<file path="config.mk">
export PLATFORM = sky130hd
export DESIGN_NAME = sram_wb_ctrl_flat
export DESIGN_NICKNAME = d
export VERILOG_FILES = /design/src/rtl/sram_wb_ctrl_pkg.sv /design/src/rtl/sram_wb_ctrl_if.sv /design/src/rtl/sram_wb_ctrl.sv /design/src/flat_wrapper.sv
export SDC_FILE = /design/constraint.sdc
export NUM_CORES = 1
export LEC_CHECK = 0
export ABC_AREA = 1
export BUFFER_PORTS_ARGS = -buffer_cell sky130_fd_sc_hd__buf_2
export CAP_MARGIN = 20
export CORE_ASPECT_RATIO = 1.2
export CORE_MARGIN = 4
export CORE_UTILIZATION = 40
export CTS_CLUSTER_SIZE = 10
export DETAILED_ROUTE_END_ITERATION = 10
export GPL_TIMING_DRIVEN = 0
export PLACE_DENSITY = 0.71
export SYNTH_ARGS = -nofsm -noshare
export SYNTH_HDL_FRONTEND = slang
export SYNTH_SLANG_ARGS = --single-unit
</file>
<file path="constraint.sdc">
create_clock -name clk_i -period 6.67 [get_ports clk_i]
set_input_delay 1.334 -clock clk_i [delete_from_list [all_inputs] [get_ports clk_i]]
set_output_delay 1.334 -clock clk_i [all_outputs]
set_load 0.05 [all_outputs]
</file>
<file path="src/rtl/sram_wb_ctrl_pkg.sv">
// Shared state encoding and sizing for the Wishbone-to-asynchronous-SRAM controller.
package sram_pkg;
   typedef enum logic [2:0] {IDLE, READ, WR_SETUP, WRITE, WR_HOLD, DONE} sram_state_e;

   localparam int SRAM_DATA_W     = 32;
   localparam int SRAM_BYTES      = SRAM_DATA_W / 8;
   localparam int SRAM_BYTE_WIDTH = $clog2(SRAM_BYTES);
   localparam int WAIT_CNT_W      = 4;
endpackage

</file>
<file path="src/rtl/sram_wb_ctrl_if.sv">
// Wishbone B4 classic single-beat bus between the data-memory master and the SRAM controller.
interface sram_wb_ctrl_if #(
   parameter int ADDR_WIDTH = 32,
   parameter int DATA_WIDTH = 32
);
   logic                    cyc;
   logic                    stb;
   logic                    we;
   logic                    ack;
   logic [ADDR_WIDTH-1:0]   adr;
   logic [DATA_WIDTH-1:0]   dat_w;
   logic [DATA_WIDTH-1:0]   dat_r;
   logic [DATA_WIDTH/8-1:0] sel;

   modport master (output cyc, stb, we, adr, dat_w, sel, input  ack, dat_r);
   modport slave  (input  cyc, stb, we, adr, dat_w, sel, output ack, dat_r);
endinterface

</file>
<file path="src/rtl/sram_wb_ctrl.sv">
// Wishbone classic slave driving one asynchronous 32-bit SRAM bank with fixed, parameterised strobe widths.
// SRAM pins decode only from state and latched request fields, so bus glitches never reach the chip.
module sram_wb_ctrl
   import sram_pkg::*;
#(
   parameter int ADDR_WIDTH      = 32,
   parameter int DATA_WIDTH      = 32,
   parameter int SRAM_ADDR_WIDTH = 20,
   parameter int SRAM_DATA_WIDTH = 32,
   parameter int WAIT_CYCLES     = 1
) (
   input  logic                         clk_i,
   input  logic                         rst_i,
   sram_wb_ctrl_if.slave                wb,
   output logic [SRAM_ADDR_WIDTH-1:0]   sram_addr_o,
   input  logic [SRAM_DATA_WIDTH-1:0]   sram_data_i,
   output logic [SRAM_DATA_WIDTH-1:0]   sram_data_o,
   output logic                         sram_data_t_o,
   output logic                         sram_ce_n_o,
   output logic                         sram_oe_n_o,
   output logic                         sram_we_n_o,
   output logic [SRAM_DATA_WIDTH/8-1:0] sram_be_n_o
);
   localparam logic [WAIT_CNT_W-1:0] WAIT_LD = WAIT_CNT_W'(WAIT_CYCLES);
   localparam int                    ALO     = SRAM_BYTE_WIDTH;

   sram_state_e                    state_q, state_d;
   logic [WAIT_CNT_W-1:0]          cnt_q, cnt_d;
   logic [SRAM_ADDR_WIDTH-1:0]     addr_q;
   logic [SRAM_DATA_WIDTH-1:0]     dat_q;
   logic [SRAM_DATA_WIDTH/8-1:0]   sel_q;
   logic [DATA_WIDTH-1:0]          rdata_q;
   logic                           latch, capture, be_act;
   logic                           unused_adr;

   // Byte offset and bits above the SRAM span are dropped, so addresses alias.
   assign unused_adr = ^{wb.adr[ADDR_WIDTH-1:SRAM_ADDR_WIDTH+ALO], wb.adr[ALO-1:0]};

   always_ff @(posedge clk_i or posedge rst_i) begin
      if (rst_i) begin
         state_q <= IDLE;
         cnt_q   <= '0;
         addr_q  <= '0;
         dat_q   <= '0;
         sel_q   <= '0;
         rdata_q <= '0;
      end else begin
         state_q <= state_d;
         cnt_q   <= cnt_d;
         if (latch) begin
            addr_q <= wb.adr[SRAM_ADDR_WIDTH+ALO-1:ALO];
            dat_q  <= wb.dat_w;
            sel_q  <= wb.sel;
         end
         if (capture) rdata_q <= sram_data_i;
      end
   end

   // Direction is consumed by the IDLE branch and lives on in the state encoding.
   always_comb begin
      state_d       = state_q;
      cnt_d         = cnt_q;
      latch         = 1'b0;
      capture       = 1'b0;
      sram_ce_n_o   = 1'b1;
      sram_oe_n_o   = 1'b1;
      sram_we_n_o   = 1'b1;
      sram_data_t_o = 1'b1;
      be_act        = 1'b0;
      unique case (state_q)
         IDLE: begin
            if (wb.cyc && wb.stb) begin
               latch   = 1'b1;
               cnt_d   = WAIT_LD;
               state_d = wb.we ? WR_SETUP : READ;
            end
         end
         READ: begin
            sram_ce_n_o = 1'b0;
            sram_oe_n_o = 1'b0;
            be_act      = 1'b1;
            if (cnt_q == '0) begin
               capture = 1'b1;
               state_d = DONE;
            end else begin
               cnt_d = cnt_q - 1'b1;
            end
         end
         WR_SETUP: begin
            sram_ce_n_o   = 1'b0;
            sram_data_t_o = 1'b0;
            be_act        = 1'b1;
            cnt_d         = WAIT_LD;
            state_d       = WRITE;
         end
         WRITE: begin
            sram_ce_n_o   = 1'b0;
            sram_we_n_o   = 1'b0;
            sram_data_t_o = 1'b0;
            be_act        = 1'b1;
            if (cnt_q == '0) state_d = WR_HOLD;
            else             cnt_d   = cnt_q - 1'b1;
         end
         WR_HOLD: begin
            sram_ce_n_o   = 1'b0;
            sram_data_t_o = 1'b0;
            be_act        = 1'b1;
            state_d       = DONE;
         end
         DONE:    state_d = IDLE;
         default: state_d = IDLE;
      endcase
   end

   assign sram_addr_o = addr_q;
   assign sram_data_o = dat_q;
   assign sram_be_n_o = be_act ? ~sel_q : '1;

   // A master that abandoned the cycle gets no ack; the SRAM access still completes.
   assign wb.ack   = (state_q == DONE) & wb.cyc;
   assign wb.dat_r = rdata_q;
endmodule

</file>
<file path="src/flat_wrapper.sv">
// flat-port wrapper written by rule: the top's interface ports become plain ports
module sram_wb_ctrl_flat import sram_pkg::*;
#(
   parameter int ADDR_WIDTH      = 32,
   parameter int DATA_WIDTH      = 32,
   parameter int SRAM_ADDR_WIDTH = 20,
   parameter int SRAM_DATA_WIDTH = 32,
   parameter int WAIT_CYCLES     = 1
)
  (clk_i, rst_i, sram_addr_o, sram_data_i, sram_data_o, sram_data_t_o, sram_ce_n_o, sram_oe_n_o, sram_we_n_o, sram_be_n_o, wb_cyc, wb_stb, wb_we, wb_adr, wb_dat_w, wb_sel, wb_ack, wb_dat_r);
  sram_wb_ctrl_if #(.ADDR_WIDTH(ADDR_WIDTH), .DATA_WIDTH(DATA_WIDTH)) wb_i ();
  input  logic clk_i;
  input  logic rst_i;
  output logic [SRAM_ADDR_WIDTH-1:0] sram_addr_o;
  input  logic [SRAM_DATA_WIDTH-1:0] sram_data_i;
  output logic [SRAM_DATA_WIDTH-1:0] sram_data_o;
  output logic sram_data_t_o;
  output logic sram_ce_n_o;
  output logic sram_oe_n_o;
  output logic sram_we_n_o;
  output logic [SRAM_DATA_WIDTH/8-1:0] sram_be_n_o;
  input wire logic [$bits(wb_i.cyc)-1:0] wb_cyc;
  input wire logic [$bits(wb_i.stb)-1:0] wb_stb;
  input wire logic [$bits(wb_i.we)-1:0] wb_we;
  input wire logic [$bits(wb_i.adr)-1:0] wb_adr;
  input wire logic [$bits(wb_i.dat_w)-1:0] wb_dat_w;
  input wire logic [$bits(wb_i.sel)-1:0] wb_sel;
  output wire logic [$bits(wb_i.ack)-1:0] wb_ack;
  output wire logic [$bits(wb_i.dat_r)-1:0] wb_dat_r;
  assign wb_i.cyc = wb_cyc;
  assign wb_i.stb = wb_stb;
  assign wb_i.we = wb_we;
  assign wb_i.adr = wb_adr;
  assign wb_i.dat_w = wb_dat_w;
  assign wb_i.sel = wb_sel;
  assign wb_ack = wb_i.ack;
  assign wb_dat_r = wb_i.dat_r;
  sram_wb_ctrl #(.ADDR_WIDTH(ADDR_WIDTH), .DATA_WIDTH(DATA_WIDTH), .SRAM_ADDR_WIDTH(SRAM_ADDR_WIDTH), .SRAM_DATA_WIDTH(SRAM_DATA_WIDTH), .WAIT_CYCLES(WAIT_CYCLES)) u_core (.clk_i(clk_i), .rst_i(rst_i), .wb(wb_i), .sram_addr_o(sram_addr_o), .sram_data_i(sram_data_i), .sram_data_o(sram_data_o), .sram_data_t_o(sram_data_t_o), .sram_ce_n_o(sram_ce_n_o), .sram_oe_n_o(sram_oe_n_o), .sram_we_n_o(sram_we_n_o), .sram_be_n_o(sram_be_n_o));
endmodule
</file>
==> flow_metrics.py <==
metrics = {
    "global_routing": {
        "track_usage_pct": 17.4,
        "grt_pass1_vias": 3514,
        "grt_max_degree": 67,
        "gr-total-overflow": 0,
        "antenna_found_initial": 0,
        "grt_pass1_wl_microns": 16100,
    },
    "setup_path": {
        "cp_max_fo": 3,
        "end_kind": "output port",
        "worst_ep_arrival_time_ps": 1980,
        "required_ps": 5340,
        "slowest_delay_ps": 310,
        "crit_path_frequent_cell": "buf_2",
        "path_class": "input pin to output port",
        "crit_path_cell_trace": "buf_2, nand2_1, nor3_1, buf_2",
        "crit_path_top_delay_cell": "buf_2",
        "critPathLaunchType": "input pin",
    },
    "hold_path": {
        "min_path_type": "flop to flop",
    },
    "cells_and_area": {
        "fillers": 918,
        "layout_commonest_cell": "buf_2",
        "area_growth_pct": 36.6,
        "antenna_cells": 0,
        "drive_above_1_share_pct": 34.6,
        "multi_input_area_sq_mm": 0.00106,
        "ff_latch_area_sq_mm": 0.00238,
        "final_util_pct": 56.4,
        "most-common-layout-cells": "buf_2 (189), nand2_1 (115), inv_1 (97)",
        "nNetsFinal": 749,
    },
    "power_and_ir_drop": {
        "power.density_mw_per_mm2": 627,
        "p_leak_nw": 3.22,
        "worst_ir_drop_vdd_mv": 0.282,
    },
    "routing": {
        "ant_nets": 0,
        "drtIter0Drc": 158,
        "wl_microns": 9760,
        "num_vias": 3417,
        "wl_per_cell_microns": 12.7,
        "post_drt_via_cell_ratio": 4.43,
        "dr.pass1.iters": 4,
        "drc": 0,
    },
    "synthesis": {
        "yosys_warnings": 0,
        "synth.distinct_cells": 24,
        "synthesis.nets": 552,
        "ys_seq_elements": 95,
        "ys_seq_area_share_pct": 60.2,
        "syn_inst": 446,
        "syn_avg_cell_area_sq_um": 8.86,
        "synth_area_sq_mm": 0.00395,
    },
    "sta": {
        "drv_slew": 0,
        "setup_viol": 0,
        "slew_headroom_pct": 53.5,
        "finalCriticalPeriod_ps": 3310,
        "clock.fmax_mhz": 302,
        "hold_violations": 0,
        "finClkSkew_ps": 9.55,
        "worst_pin_slew_ps": 691,
        "hold_ws_ps": 479,
        "rsz0062_at_grt": "false",
        "tns_ps": 0,
        "finalCritPeriodShare_pct": 49.7,
    },
    "cts": {
        "clk_path_buf_depth": 2,
        "cts_resized": 0,
        "numClockSinks": 95,
        "clk_latency_ps": 340,
        "h-tree-depth": 3,
        "cts_tree": "built",
        "clkSlewWorstSetupHoldPaths_ps": 60,
        "cts_root_buffer": "clkbuf_16",
        "numCtsBuffers": 9,
        "postCtsHoldBufs": 0,
        "postCtsSetupRepairBufs": 0,
    },
    "placement": {
        "dp_hpwl_microns": 7560,
        "numPortBuffers": 185,
        "place.gp.congestion": 0.845,
    },
    "job": {
        "drv_cap": 0,
    },
    "die": {
        "rows": 39,
        "initial_core_util_pct": 41.3,
        "die_y_microns": 117,
        "pin_count": 198,
        "coreArea_sq_mm": 0.00956,
        "die_area_sq_mm": 0.0115,
        "die_w_microns": 98.7,
    },
    "run_status": {
        "status": "finished, final reports clean",
    },
}
worst paths after layout:
kind | end | slack, ps | from | depth (start not counted)
max | wb_ack | 3360 | wb_cyc | 4
min | u_core.wb.dat_r[19] | 480 | u_core.wb.dat_r[19] | 2
min reg2reg | u_core.wb.dat_r[19] | 480 | u_core.wb.dat_r[19] | 2
max reg2reg | u_core.wb.dat_r[17] | 5060 | u_core.cnt_q[0] | 8
min in group asynchronous | u_core.sram_data_o[9] | 990 | rst_i | 2
max in group asynchronous | u_core.sram_data_o[26] | 5040 | rst_i | 3
worst max-delay path, delay by kind of cell:
kind / cells / cell delay [ps]
buffers and inverters: 2 / 420
AND/OR/NAND/NOR: 2 / 210
cell usage after synthesis:
cell	count	area [sq um]
nand3_1	7	35.0
nand4_2	1	12.5
o21ai_0	55	275
o22ai_1	1	6.26
dfrtp_1	95	2380
nand3_4	1	17.5
clkbuf_1	3	11.3
buf_4	1	7.51
nand2_1	115	432
inv_2	1	3.75
nor2_4	1	11.3
o21bai_1	1	7.51
ha_1	1	12.5
nor3_1	2	10.0
buf_6	8	90.1
o21ai_1	36	180
a21oi_1	3	15.0
nor2_1	6	22.5
buf_2	4	20.0
inv_1	98	368
clkbuf_2	3	15.0
nor2_2	1	6.26
nand2_2	1	6.26
xnor2_1	1	8.76
per-layer routing:
layer	share of wire (%)	up-vias	global-route usage [%]
met5	0	-	0
met4	3.3	0	9.38
met3	6.5	25	4.03
met2	50	115	29.8
met1	40	1543	20.3
li1	-	1734	-
metrics by stage:
step | worst slack (ps) | std cells | cell area (sq um) | power (mW)
2_1_floorplan | 2860 | 446 | 3950 | 2.38
3_5_place_dp | 3350 | 755 | 5060 | 2.84
6_report | 3360 | 771 | 5400 | 3.38
5_1_grt | 3260 | 771 | 5400 | 3.59
3_3_place_gp | 1810 | 754 | 5030 | 2.79
4_1_cts | 3340 | 771 | 5400 | 3.43
registers in the layout (all words and copies together) (netlist names):
register and count:
u_core.cnt_q 4, u_core.sel_q 4, u_core.sram_addr_o 20, u_core.wb.dat_r 32
u_core.state_q 3, u_core.sram_data_o 32
cell type report:
cell class	count	area share, %
plain buffers	19	2.67
clock buffers	10	4.24
clock inverters	6	2.02
inverters	99	6.93
multi-input cells	233	19.6
flip-flops and latches	95	44.0
well taps	123	2.85
repair buffers	186	17.7
where the power goes:
part | switching (mW) | internal, mW | leakage, nW
registers | 0.143 | 0.848 | 1.18
clock network | 0.210 | 0.366 | 0.166
logic | 1.41 | 0.408 | 1.87
total | 1.76 | 1.62 | 3.22
logic make-up (layout without fill, tap and decap cells):
kind of cell    after synthesis  after routing  synth area share [%]
compound gates               96             96                  12.3
xor+xnor                      1              1                 0.222
fa+ha+maj                     1              1                 0.317
buf+inv                     118            320                  13.0
flops                        95             95                  60.2
simple gates                135            135                  14.0
No activity file was read; power rests on OpenSTA's default activity.
